==> config.mk <==
export PLATFORM = sky130hd
export DESIGN_NAME = flow_rd_scheduler
export DESIGN_NICKNAME = d
export VERILOG_FILES = /design/src/rtl/flow_rd_scheduler.sv
export SDC_FILE = /design/constraint.sdc
export NUM_CORES = 1
export LEC_CHECK = 0
export CAP_MARGIN = 15
export CORE_ASPECT_RATIO = 1.2
export CORE_MARGIN = 3
export CORE_UTILIZATION = 45
export CTS_CLUSTER_DIAMETER = 80
export DETAILED_ROUTE_END_ITERATION = 10
export GPL_TIMING_DRIVEN = 0
export SYNTH_ARGS = -nofsm -noshare
export SYNTH_HDL_FRONTEND = slang
export SYNTH_SLANG_ARGS = --single-unit
==> constraint.sdc <==
create_clock -name clk -period 6.95 [get_ports clk]
set_input_delay 1.0425 -clock clk [delete_from_list [all_inputs] [get_ports clk]]
set_output_delay 1.0425 -clock clk [all_outputs]
set_load 0.005 [all_outputs]
==> src/rtl/flow_rd_scheduler.sv <==
// flow_rd_scheduler
//   Packet-granular round-robin scheduler for the read side of the segmented
//   buffer. Counts committed packets per flow, grants one flow at a time to
//   the read engine and holds the grant until that packet's last beat leaves.
// Ports:
//   clk, rstn           clock, asynchronous active-low reset
//   wr_pkt_done/flow    write path committed a full packet on a flow
//   flow_enable         per-flow grant mask (counting continues when masked)
//   rd_req_valid/flow   request to the read engine, held until rd_req_ready
//   rd_req_ready        read engine accepts the request
//   rd_pkt_done         read engine delivered the packet's last beat
//   pkt_pending         per-flow "counter non-zero"
//   busy                a grant is outstanding (REQ or ACTIVE)
//   cnt_overflow        sticky: increment hit a saturated counter
//   proto_err           sticky: rd_pkt_done arrived outside ACTIVE
module flow_rd_scheduler #(
  parameter int FLOWS_W   = 3,
  parameter int PKT_CNT_W = 6
) (
  input  logic                    clk,
  input  logic                    rstn,
  input  logic                    wr_pkt_done,
  input  logic [FLOWS_W-1:0]      wr_pkt_flow,
  input  logic [(2**FLOWS_W)-1:0] flow_enable,
  output logic                    rd_req_valid,
  output logic [FLOWS_W-1:0]      rd_req_flow,
  input  logic                    rd_req_ready,
  input  logic                    rd_pkt_done,
  output logic [(2**FLOWS_W)-1:0] pkt_pending,
  output logic                    busy,
  output logic                    cnt_overflow,
  output logic                    proto_err
);

  localparam int N = 2**FLOWS_W;
  localparam logic [PKT_CNT_W-1:0] CNT_ZERO = {PKT_CNT_W{1'b0}};
  localparam logic [PKT_CNT_W-1:0] CNT_MAX  = {PKT_CNT_W{1'b1}};
  localparam logic [PKT_CNT_W-1:0] CNT_ONE  = {{(PKT_CNT_W-1){1'b0}}, 1'b1};

  typedef enum logic [1:0] {
    ST_IDLE   = 2'd0,
    ST_REQ    = 2'd1,
    ST_ACTIVE = 2'd2
  } state_t;

  state_t               state_r;
  logic [PKT_CNT_W-1:0] cnt_r [N];
  logic [FLOWS_W-1:0]   rr_ptr_r;
  logic                 rd_req_valid_r;
  logic [FLOWS_W-1:0]   rd_req_flow_r;
  logic                 busy_r;
  logic                 cnt_overflow_r;
  logic                 proto_err_r;

  logic                 hs_s;
  logic [N-1:0]         pending_s;
  logic [N-1:0]         eligible_s;
  logic [N-1:0]         inc_s;
  logic [N-1:0]         dec_s;
  logic [N-1:0]         ovf_s;
  logic [FLOWS_W-1:0]   idx_s;
  logic [FLOWS_W-1:0]   win_s;
  logic                 win_found_s;

  assign hs_s         = rd_req_valid_r & rd_req_ready;
  assign rd_req_valid = rd_req_valid_r;
  assign rd_req_flow  = rd_req_flow_r;
  assign pkt_pending  = pending_s;
  assign busy         = busy_r;
  assign cnt_overflow = cnt_overflow_r;
  assign proto_err    = proto_err_r;

  // Per-flow pending/eligible flags and counter increment/decrement requests.
  always_comb begin
    pending_s  = {N{1'b0}};
    eligible_s = {N{1'b0}};
    inc_s      = {N{1'b0}};
    dec_s      = {N{1'b0}};
    ovf_s      = {N{1'b0}};
    for (int i = 0; i < N; i++) begin
      pending_s[i]  = (cnt_r[i] != CNT_ZERO);
      eligible_s[i] = pending_s[i] & flow_enable[i];
      inc_s[i]      = wr_pkt_done & (wr_pkt_flow == FLOWS_W'(i));
      dec_s[i]      = hs_s & (rd_req_flow_r == FLOWS_W'(i));
      // A same-flow decrement cancels the increment, so only a lone increment can overflow.
      ovf_s[i]      = inc_s[i] & ~dec_s[i] & (cnt_r[i] == CNT_MAX);
    end
  end

  // Round-robin search starting just after the last granted flow.
  always_comb begin
    win_s       = {FLOWS_W{1'b0}};
    win_found_s = 1'b0;
    idx_s       = {FLOWS_W{1'b0}};
    for (int k = 1; k <= N; k++) begin
      idx_s = rr_ptr_r + FLOWS_W'(k);
      if (!win_found_s && eligible_s[idx_s]) begin
        win_s       = idx_s;
        win_found_s = 1'b1;
      end else begin
        win_s       = win_s;
      end
    end
  end

  // Pending-packet counters with saturation and sticky overflow flag.
  always_ff @(posedge clk or negedge rstn) begin
    if (!rstn) begin
      for (int i = 0; i < N; i++) cnt_r[i] <= CNT_ZERO;
      cnt_overflow_r <= 1'b0;
    end else begin
      for (int i = 0; i < N; i++) begin
        if (inc_s[i] && !dec_s[i]) begin
          if (cnt_r[i] != CNT_MAX) cnt_r[i] <= cnt_r[i] + CNT_ONE;
        end else if (dec_s[i] && !inc_s[i]) begin
          cnt_r[i] <= cnt_r[i] - CNT_ONE;
        end
      end
      cnt_overflow_r <= cnt_overflow_r | (|ovf_s);
    end
  end

  // Grant FSM: IDLE -> REQ (request held) -> ACTIVE (packet in flight).
  always_ff @(posedge clk or negedge rstn) begin
    if (!rstn) begin
      state_r        <= ST_IDLE;
      rr_ptr_r       <= {FLOWS_W{1'b1}};
      rd_req_valid_r <= 1'b0;
      rd_req_flow_r  <= {FLOWS_W{1'b0}};
      busy_r         <= 1'b0;
      proto_err_r    <= 1'b0;
    end else begin
      proto_err_r <= proto_err_r | (rd_pkt_done & (state_r != ST_ACTIVE));
      case (state_r)
        ST_IDLE: begin
          if (win_found_s) begin
            state_r        <= ST_REQ;
            rd_req_valid_r <= 1'b1;
            rd_req_flow_r  <= win_s;
            busy_r         <= 1'b1;
          end
        end
        ST_REQ: begin
          // The latched flow is never retracted, even if its enable drops here.
          if (rd_req_ready) begin
            state_r        <= ST_ACTIVE;
            rd_req_valid_r <= 1'b0;
            rr_ptr_r       <= rd_req_flow_r;
          end
        end
        ST_ACTIVE: begin
          // Re-arbitrate on the done cycle so the next request has no idle bubble.
          if (rd_pkt_done) begin
            if (win_found_s) begin
              state_r        <= ST_REQ;
              rd_req_valid_r <= 1'b1;
              rd_req_flow_r  <= win_s;
            end else begin
              state_r        <= ST_IDLE;
              busy_r         <= 1'b0;
            end
          end
        end
        default: begin
          state_r        <= ST_IDLE;
          rd_req_valid_r <= 1'b0;
          busy_r         <= 1'b0;
        end
      endcase
    end
  end

endmodule

Word level (Yosys, flattened, before mapping)
Cells that the tools add are included.
- reductions and logical operators: 80
- eq/ne operators: 45
- order comparisons: 8
- div/mod/pow operators: 0
- muxes and demuxes: 72
- add/sub/neg operators: 23
- bitwise operators: 53
- multipliers: 0
- shifts and indexed selects: 0
- operators by type and width (cell ; count):
    $mux W6 ; 24
    $add A6 B1 Y6 const B ; 8
    $eq A6 B6 Y1 const B ; 8
    $ne A6 B6 Y1 const B ; 8
    $reduce_bool A6 Y1 ; 8
    $sub A6 B1 Y6 const B ; 8
    $and A1 B1 Y1 ; 42
    $lt A3 B4 Y1 const B ; 8
    $mux W3 ; 10
    $bmux W1 S3 ; 8
    $eq A3 B3 Y1 const B ; 8
    $logic_and A1 B1 Y1 ; 23
    $logic_not A1 Y1 ; 23
    $mux W1 ; 23
    $reduce_and A2 Y1 ; 11
    $reduce_bool A2 Y1 ; 9
    $ne A2 B1 Y1 const B ; 8
    $add A3 B3 Y3 const B ; 4
    $eq A3 B2 Y1 const B ; 4
    $ne A2 B2 Y1 const B ; 5
    $not A1 Y1 ; 9
    $reduce_or A8 Y1 ; 1
    $add A3 B2 Y3 const B ; 2
    $eq A3 B1 Y1 const B ; 2
    12 further kinds ; 17
- latch bits: 0
- logic and storage cells: 296
- register bits: 60
- bits in read-only memories: 0
- memory bits (writable): 0
- output and inout bits: 15
- memories: 0

Logic depth before layout (Yosys ltp)
Gate-level depths: netlist of run 1.
- depth after elaboration: 29
- gate-level depth with buffers: 13
- depth with buffers taken out: 12

Worst setup path after synthesis of run 1
No wires, ideal clock.
- path kind: flip-flop to flip-flop
- start point: register rr_ptr_r[0]
- end point: register rd_req_flow_r[0], in the netlist rd_req_flow[0]
- clock period less this slack: 3.181 ns
- data required time: 6.824 ns
- cell stages (with the launch flop): 13
- path buffers: 3
- path slack: 3.769 ns
- arrival: 3.055 ns
- setup time: 0.126 ns
- cell sequence: dfstp_2 > buf_4 > inv_1 > ha_1 > clkbuf_1 > or2_2 > a221o_1 > and4_1 > clkbuf_1 > nor4_4 > a311o_2 > and2b_1 > a21oi_2
- word-level cells in the longest chain between the ends: 28
- elaborated cells between the ends (all ways): 56
- those cells by class: 7 x add/sub; 35 x mux; 14 x reduce/logical
- ends and longest elaborated chain (item ; RTL line ; source):
    start: declaration ; 48 ; logic [FLOWS_W-1:0] rr_ptr_r;
    start signal: assignment ; 127 ; rr_ptr_r <= {FLOWS_W{1'b1}};
    start signal: assignment ; 148 ; rr_ptr_r <= rd_req_flow_r;
    $add A3 B1 Y3 ; 96 ; idx_s = rr_ptr_r + FLOWS_W'(k);
    $bmux W1 S3 ; 97 ; if (!win_found_s && eligible_s[idx_s]) begin
    $mux W1 (not written as such) ; 97 ;
    $mux W1 ; 97 ;
    $logic_not A1 Y1 ; 97 ;
    $logic_and A1 B1 Y1 ; 97 ;
    $mux W1 ; 97 ;
    $logic_not A1 Y1 ; 97 ;
    [12 not listed] ; - ;
    $logic_and A1 B1 Y1 ; 97 ;
    $mux W1 ; 97 ;
    $logic_not A1 Y1 ; 97 ;
    $logic_and A1 B1 Y1 ; 97 ;
    $mux W3 / $mux W1 (equally long branches) ; 97 ;
    $mux W3 * ; 136, 154 ;
    $mux W3 ; 153 ; if (rd_pkt_done) begin
    $pmux W3 S2 * ; 134 ; case (state_r)
    end signal: assignment ; 129 ; rd_req_flow_r <= {FLOWS_W{1'b0}};
    end signal: assignment ; 139 ; rd_req_flow_r <= win_s;
    end signal: assignment ; 157 ; rd_req_flow_r <= win_s;
    end: declaration ; 50 ; logic [FLOWS_W-1:0] rd_req_flow_r;
Mark *: on every way between the ends. The rest lies on a longest branch, timed or not. The select of a mux whose other input is x is not followed.
A chain may end at the register's enable or synchronous reset.

Worst setup path after layout of run 1
Same ends and word-level chain as after synthesis.

==> results of run 1 <==
[layer usage]
layer / track usage, % / wire (µm)
met1: 26.37 / 5324
met2: 33.05 / 5954
met3: 3.070 / 368
met4: 7.692 / 272
met5: 0 / 0
[worst register-to-register path, delay by kind of cell, from the launching register on]
family / cells / cell delay, ps
and+or+nand+nor: 3 / 430
DFF: 1 / 630
buffers and inverters: 5 / 1310
AOI/OAI and AO/OA: 4 / 820
adders and majority gates: 1 / 330
[how the worst max path moves through the flow]
stage	endpoint	cells after the start	slack [ps]
2_1_floorplan	rd_req_flow[0]$_DFFE_PN0P_	12	3770
3_3_place_gp	cnt_r[26]$_DFFE_PN0P_	1	2670
3_5_place_dp	cnt_r[23]$_DFFE_PN0P_	12	3030
4_1_cts	rd_req_flow[0]$_DFFE_PN0P_	13	3270
5_1_grt	rd_req_flow[2]$_DFFE_PN0P_	12	3000
6_report	rd_req_flow[0]$_DFFE_PN0P_	13	3310
[cell usage after synthesis (3+ instances only)]
cell and count:
dfrtp_1 57, a21oi_1 52, nor2_1 49, nand2_1 45, ha_1 34, xnor2_1 28, mux2_2 22, a21o_1 16
mux2i_1 16, xor2_1 15, nand3_1 13, mux4_2 12, inv_1 11, nor3_1 9, and4_1 8, fa_1 8
nand2b_1 8, nor2b_1 8, o21ai_0 8, or2_2 8, clkbuf_1 7, o21bai_1 7, a211oi_1 5, a221o_1 5
nand4_1 5, nor4_2 5, a21boi_1 4, a22o_1 4, a31oi_1 4, nor4_4 4, a21boi_2 3, and3_1 3
buf_2 3, dfstp_2 3, o21ai_1 3, o22ai_1 3, o31ai_1 3
[through the flow]
step | instance area, µm² | util [%]
after global routing | 5951 | 53.67
final | 5951 | 53.67
after floorplan | 5122 | -
after CTS | 5951 | 53.67
after global placement | 5615 | 50.64
after detailed placement | 5613 | 50.62
[power groups by stage]
stage / sequential [mW] / clock [mW] / combinational [mW]
6_report: 0.791 / 0.507 / 1.82
3_5_place_dp: 0.793 / 0 / 1.81
5_1_grt: 0.821 / 0.532 / 2.04
4_1_cts: 0.792 / 0.513 / 1.82
2_1_floorplan: 0.731 / 0 / 1.45
3_3_place_gp: 0.786 / 0 / 1.77
[flip-flops by register name, summed over array words and instances, names as in the netlist]
signal        cells
cnt_r            48
rd_req_flow       3
rr_ptr_r          3
state_r           2
busy              1
cnt_overflow      1
proto_err         1
rd_req_valid      1
[cells in the final DEF, fill, tap and decap left out, types with 11 or more instances in the layout]
cell | Yosys | layout
ha_1 | 34 | 34
clkdlybuf4s50_1 | 0 | 29
dfrtp_1 | 57 | 57
mux2_2 | 22 | 22
nor2_1 | 49 | 49
mux2i_1 | 16 | 16
a21o_1 | 16 | 16
xnor2_1 | 28 | 28
nand2_1 | 45 | 45
inv_1 | 11 | 11
xor2_1 | 15 | 15
a21oi_1 | 52 | 52
nand3_1 | 13 | 13
mux4_2 | 12 | 12
[cell families after synthesis]
family / Yosys count / synth area share [%]
simple gates: 172 / 18.20
flops: 60 / 29.38
compound gates: 137 / 17.98
buf+inv: 24 / 1.905
fa+ha+maj: 42 / 11.43
mux: 52 / 13.75
xor+xnor: 43 / 7.352
[layout make-up]
type                       count  area, µm²
inverter                      13      48.80
timing repair buffer          30      297.8
buffer                        11      48.80
tap                          154      192.7
fill                         981       5137
multi-input combinational    446       3520
sequential                    60       1505
clock inverter                 3      67.56
clock buffer                  13      270.3
==> results.py, run 1 <==
metrics = {
    "worst_setup_path": {
        "cp_common_cell": "clkbuf_1",
        "path_cells": "buf_4, inv_1, ha_1, clkbuf_1, clkinv_1, nand2_1, a221o_1, and4_1, clkbuf_1, nor4_4, a311o_2, a41oi_2, a21oi_2",
        "crit_buf_inv": 5,
        "reg2reg_from": "rr_ptr_r[0]$_DFFE_PN1P_",
        "reg2reg_depth": 13,
        "cp-start-kind": "register",
        "crit_type": "reg2reg",
        "cpPeakStageDelay_ps": 630,
        "path_delay_family": "buffers and inverters",
        "r2r_end": "rd_req_flow[0]$_DFFE_PN0P_",
        "rrSetupSlack_ps": 3310,
        "worst_setup_path_end_kind": "register",
        "arrival_ps": 3850,
        "critPathLaunch": "rr_ptr_r[0]$_DFFE_PN1P_",
        "cp_slowest_cell": "dfstp_2",
        "path_max_fanout": 10,
        "critical_path_required_ps": 7160,
    },
    "timing": {
        "rsz0062_at_grt": "no",
        "whs_ps": 455.1,
        "fin_crit_sh_pct": 52.40,
        "post-route-min-period_ps": 3642,
        "relSlewSlack_pct": 44.65,
        "fin_ws_ps": 3308,
        "drv_slew": 0,
        "max_freq_mhz": 274.6,
        "finClkSkew_ps": 10.32,
        "setup_tns_ps": 0,
        "worst_pin_slew_ps": 830.2,
        "finalSetupViolCount": 0,
        "finalHoldViolations": 0,
    },
    "min_path": {
        "worstHoldEndpoint": "proto_err$_DFF_PN0_",
        "hold_start": "proto_err$_DFF_PN0_",
        "hold_class": "reg2reg",
        "whs_path_depth": 1,
    },
    "clock_tree": {
        "htree_levels": 3,
        "numCtsBuffers": 9,
        "path_clk_slew_ps": 50,
        "post-cts-setup-buffers": 0,
        "clk_latency_ps": 330,
        "clock_sinks": 60,
        "cts-resized-gates": 0,
        "clockRootBuffer": "clkbuf_16",
        "clockBufferDepth": 2,
        "holdBufCountCts": 0,
        "cts_tree": "done",
    },
    "routing": {
        "routedWlPerCell_um": 16.33,
        "firstDrtPassIters": 5,
        "via_count": 4199,
        "vias_per_cell": 5.752,
        "drc_errors": 0,
        "routed_wirelength_um": 11920,
        "drtAntennaViolNets": 0,
        "drt_iter0_drc": 177,
    },
    "power": {
        "pwr-share-seq_pct": 25.4,
        "p_leak_nw": 2.390,
        "switching_share_pct": 44.23,
        "clock_power_share_pct": 16.2,
        "power_mw": 3.120,
        "intPower_mw": 1.740,
        "ir_drop_uv": 175.2,
        "pwr-share-comb_pct": 58.4,
        "power_density_mw_per_mm2": 524.3,
        "p_sw_mw": 1.380,
    },
    "yosys": {
        "ys_seq_area_share_pct": 29.38,
        "ys.flop_type": "dfrtp_1",
        "synth.net_count": 588,
        "synth_area_per_cell_um2": 9.665,
        "synth_warnings": 0,
        "async_flop_share_pct": 100.0,
        "syn_area_mm2": 0.005122,
        "synth_top_area_share_pct": 27.85,
        "synth_area_leaders": "dfrtp_1 (28%), ha_1 (8.3%), mux4_2 (5.3%), a21oi_1 (5.1%), mux2_2 (4.8%)",
        "synth.largest_area_cell": "dfrtp_1",
        "yosysUniqueCellTypes": 61,
        "synth_cells": 530,
        "synth-seq-cells": 60,
        "synth_edf_count": 0,
    },
    "outcome": {
        "outcome": "completed",
    },
    "floorplan": {
        "core_area_mm2": 0.01109,
        "rows": 42,
        "die_y_um": 122.9,
        "initial_core_util_pct": 46.20,
        "die-area_mm2": 0.01270,
        "die_x_um": 103.4,
        "ios": 31,
    },
    "grt": {
        "track_usage_pct": 20.09,
        "antenna_found_initial": 0,
        "grt_pass1_vias": 4182,
        "grt_pass1_wl_um": 20070,
        "grt_max_degree": 61,
        "grt-ovfl-total": 0,
    },
    "placement": {
        "port_buffers": 30,
        "finalWeightedCongestion": 0.8609,
        "place_ws_ps": 3032,
        "hpwlAfterDp_um": 9083,
        "dpl.cell_count": 714,
    },
    "final_layout": {
        "diodes": 0,
        "fin_cells": 730,
        "drive_above_1_share_pct": 14.41,
        "nets": 629,
        "area_delta_synth_final_pct": 16.17,
    },
    "flow_run": {
        "maxCapViolations": 0,
    },
}
Power figures use the tool's default switching activity.
==> run 2, diff against run 1 <==
==> constraint.sdc (replaced) <==
create_clock -name clk -period 3.6 [get_ports clk]
set_input_delay 0.54 -clock clk [delete_from_list [all_inputs] [get_ports clk]]
set_output_delay 0.54 -clock clk [all_outputs]
set_load 0.005 [all_outputs]
==> results.py, run 2 (synthesis gave the netlist of run 1 again) <==
metrics = {
    "timing": {
        "rsz0062_at_grt": "no",
        "fin_crit_sh_pct": 92.33,
        "finalSetupViolCount": 0,
        "post-route-min-period_ps": 3324,
        "finalHoldViolations": 0,
        "worst_pin_slew_ps": 830.4,
        "finClkSkew_ps": 10.20,
        "relSlewSlack_pct": 44.64,
        "drv_slew": 0,
        "fin_ws_ps": 276.1,
        "max_freq_mhz": 300.8,
    },
    "power": {
        "power_density_mw_per_mm2": 1013,
        "switching_share_pct": 44.21,
        "clock_power_share_pct": 16.2,
        "pwr-share-seq_pct": 25.3,
        "p_leak_nw": 2.390,
        "pwr-share-comb_pct": 58.5,
        "ir_drop_uv": 337.9,
        "p_sw_mw": 2.669,
        "intPower_mw": 3.368,
    },
    "final_layout": {
        "nets": 628,
        "utilization_pct": 53.74,
        "area_delta_synth_final_pct": 16.32,
        "largest_register_ffs": 48,
        "final_cell_mix": "dfrtp_1 (57), a21oi_1 (52), nor2_1 (49), nand2_1 (45), ha_1 (33)",
        "layout.cells.most_common": "dfrtp_1",
        "max_flop_register": "cnt_r",
        "drive_above_1_share_pct": 14.96,
        "diodes": 0,
    },
    "worst_setup_path": {
        "reg2reg_from": "rr_ptr_r[0]$_DFFE_PN1P_",
        "crit_type": "reg2reg",
        "rrSetupSlack_ps": 280,
        "critical_path_required_ps": 3810,
        "reg2reg_depth": 11,
        "cp-start-kind": "register",
        "path_max_fanout": 10,
        "r2r_end": "rd_req_flow[0]$_DFFE_PN0P_",
        "arrival_ps": 3530,
        "worst_setup_path_end_kind": "register",
    },
    "routing": {
        "drt_iter0_drc": 184,
        "via_count": 4173,
        "routed_wirelength_um": 11940,
        "routedWlPerCell_um": 16.37,
        "firstDrtPassIters": 4,
        "drc_errors": 0,
        "vias_per_cell": 5.724,
        "drtAntennaViolNets": 0,
    },
    "clock_tree": {
        "clk_latency_ps": 330,
        "htree_levels": 3,
        "clockRootBuffer": "clkbuf_16",
        "cts_tree": "done",
        "holdBufCountCts": 0,
        "post-cts-setup-buffers": 0,
        "numCtsBuffers": 9,
        "path_clk_slew_ps": 50,
        "clock_sinks": 60,
        "clockBufferDepth": 2,
    },
    "grt": {
        "grt_max_degree": 61,
        "grt-ovfl-total": 0,
        "track_usage_pct": 20.12,
        "grt_pass1_wl_um": 20090,
        "antenna_found_initial": 0,
        "grt_pass1_vias": 4177,
    },
    "min_path": {
        "hold_class": "in2async",
    },
    "floorplan": {
        "die_x_um": 103.4,
        "core_area_mm2": 0.01109,
        "initial_core_util_pct": 46.20,
        "rows": 42,
        "ios": 31,
        "die_y_um": 122.9,
        "die-area_mm2": 0.01270,
    },
    "placement": {
        "port_buffers": 30,
        "finalWeightedCongestion": 0.8609,
        "hpwlAfterDp_um": 9083,
        "place_ws_ps": -51.44,
    },
    "outcome": {
        "outcome": "completed",
    },
    "flow_run": {
        "maxCapViolations": 0,
    },
}
-- run 2: repair_timing --
action / in CTS / in global routing
gates cloned: 0 / 0
pin swaps: 2 / 0
gates resized for setup: 1 / 2
endpoints found under the setup margin: 3 / 4
-- run 2: power groups by stage --
stage               Sequential, mW  Clock [mW]  Combinational (mW)
floorplan                     1.41           0                2.81
global placement              1.52           0                3.42
detailed placement            1.53           0                3.50
CTS                           1.53       0.990                3.51
global route                  1.58        1.03                3.95
finish                        1.53       0.978                3.53
-- run 2: cell type report --
cell class | count | area, µm²
Sequential cell | 60 | 1505
Multi-Input combinational cell | 446 | 3530
Timing Repair Buffer | 30 | 297.8
Clock buffer | 13 | 270.3
Buffer | 10 | 45.04
Clock inverter | 3 | 67.56
Tap cell | 154 | 192.7
Inverter | 13 | 50.05
Fill cell | 978 | 5130
-- run 2: critical path: stages (launching register included) --
cell and delay, ps:
dfstp_2 630, buf_4 210, inv_1 160, ha_2 400
or2_2 310, a221o_1 280, and4_1 190, clkbuf_1 190
nor4_4 290, a311o_2 340, and2b_1 160, a21oi_2 30
-- run 2: stage by stage --
| stage | setup TNS, ps | hold WS, ps | cells | instance area [µm²] | total power, mW |
|---|---|---|---|---|---|
| 2_1_floorplan | 0 | 244.4 | 530 | 5122 | 4.218 |
| 3_3_place_gp | -9790 | 441.2 | 714 | 5615 | 4.937 |
| 3_5_place_dp | -132.0 | 447.5 | 714 | 5613 | 5.030 |
| 4_1_cts | 0 | 337.0 | 730 | 5952 | 6.033 |
| 5_1_grt | 0 | 368.9 | 729 | 5958 | 6.559 |
| 6_report | 0 | 283.7 | 729 | 5958 | 6.037 |
-- run 2: layer usage --
metal,track usage (%),wire length (µm),vias up
li1,-,-,2049
met1,26.44,5285,2008
met2,33.05,5934,98
met3,3.070,457,18
met4,7.692,256,0
met5,0,0,-
-- run 2: worst max path at each step --
stage / to / slack [ps] / from
floorplan: rd_req_flow[0]$_DFFE_PN0P_ / 420 / rr_ptr_r[0]$_DFFE_PN1P_
global placement: cnt_r[26]$_DFFE_PN0P_ / -180 / rstn
detailed placement: rd_req_flow[0]$_DFFE_PN0P_ / -50 / rr_ptr_r[0]$_DFFE_PN1P_
CTS: rd_req_flow[0]$_DFFE_PN0P_ / 30 / rr_ptr_r[0]$_DFFE_PN1P_
global route: rd_req_flow[1]$_DFFE_PN0P_ / 80 / rr_ptr_r[0]$_DFFE_PN1P_
finish: rd_req_flow[0]$_DFFE_PN0P_ / 280 / rr_ptr_r[0]$_DFFE_PN1P_
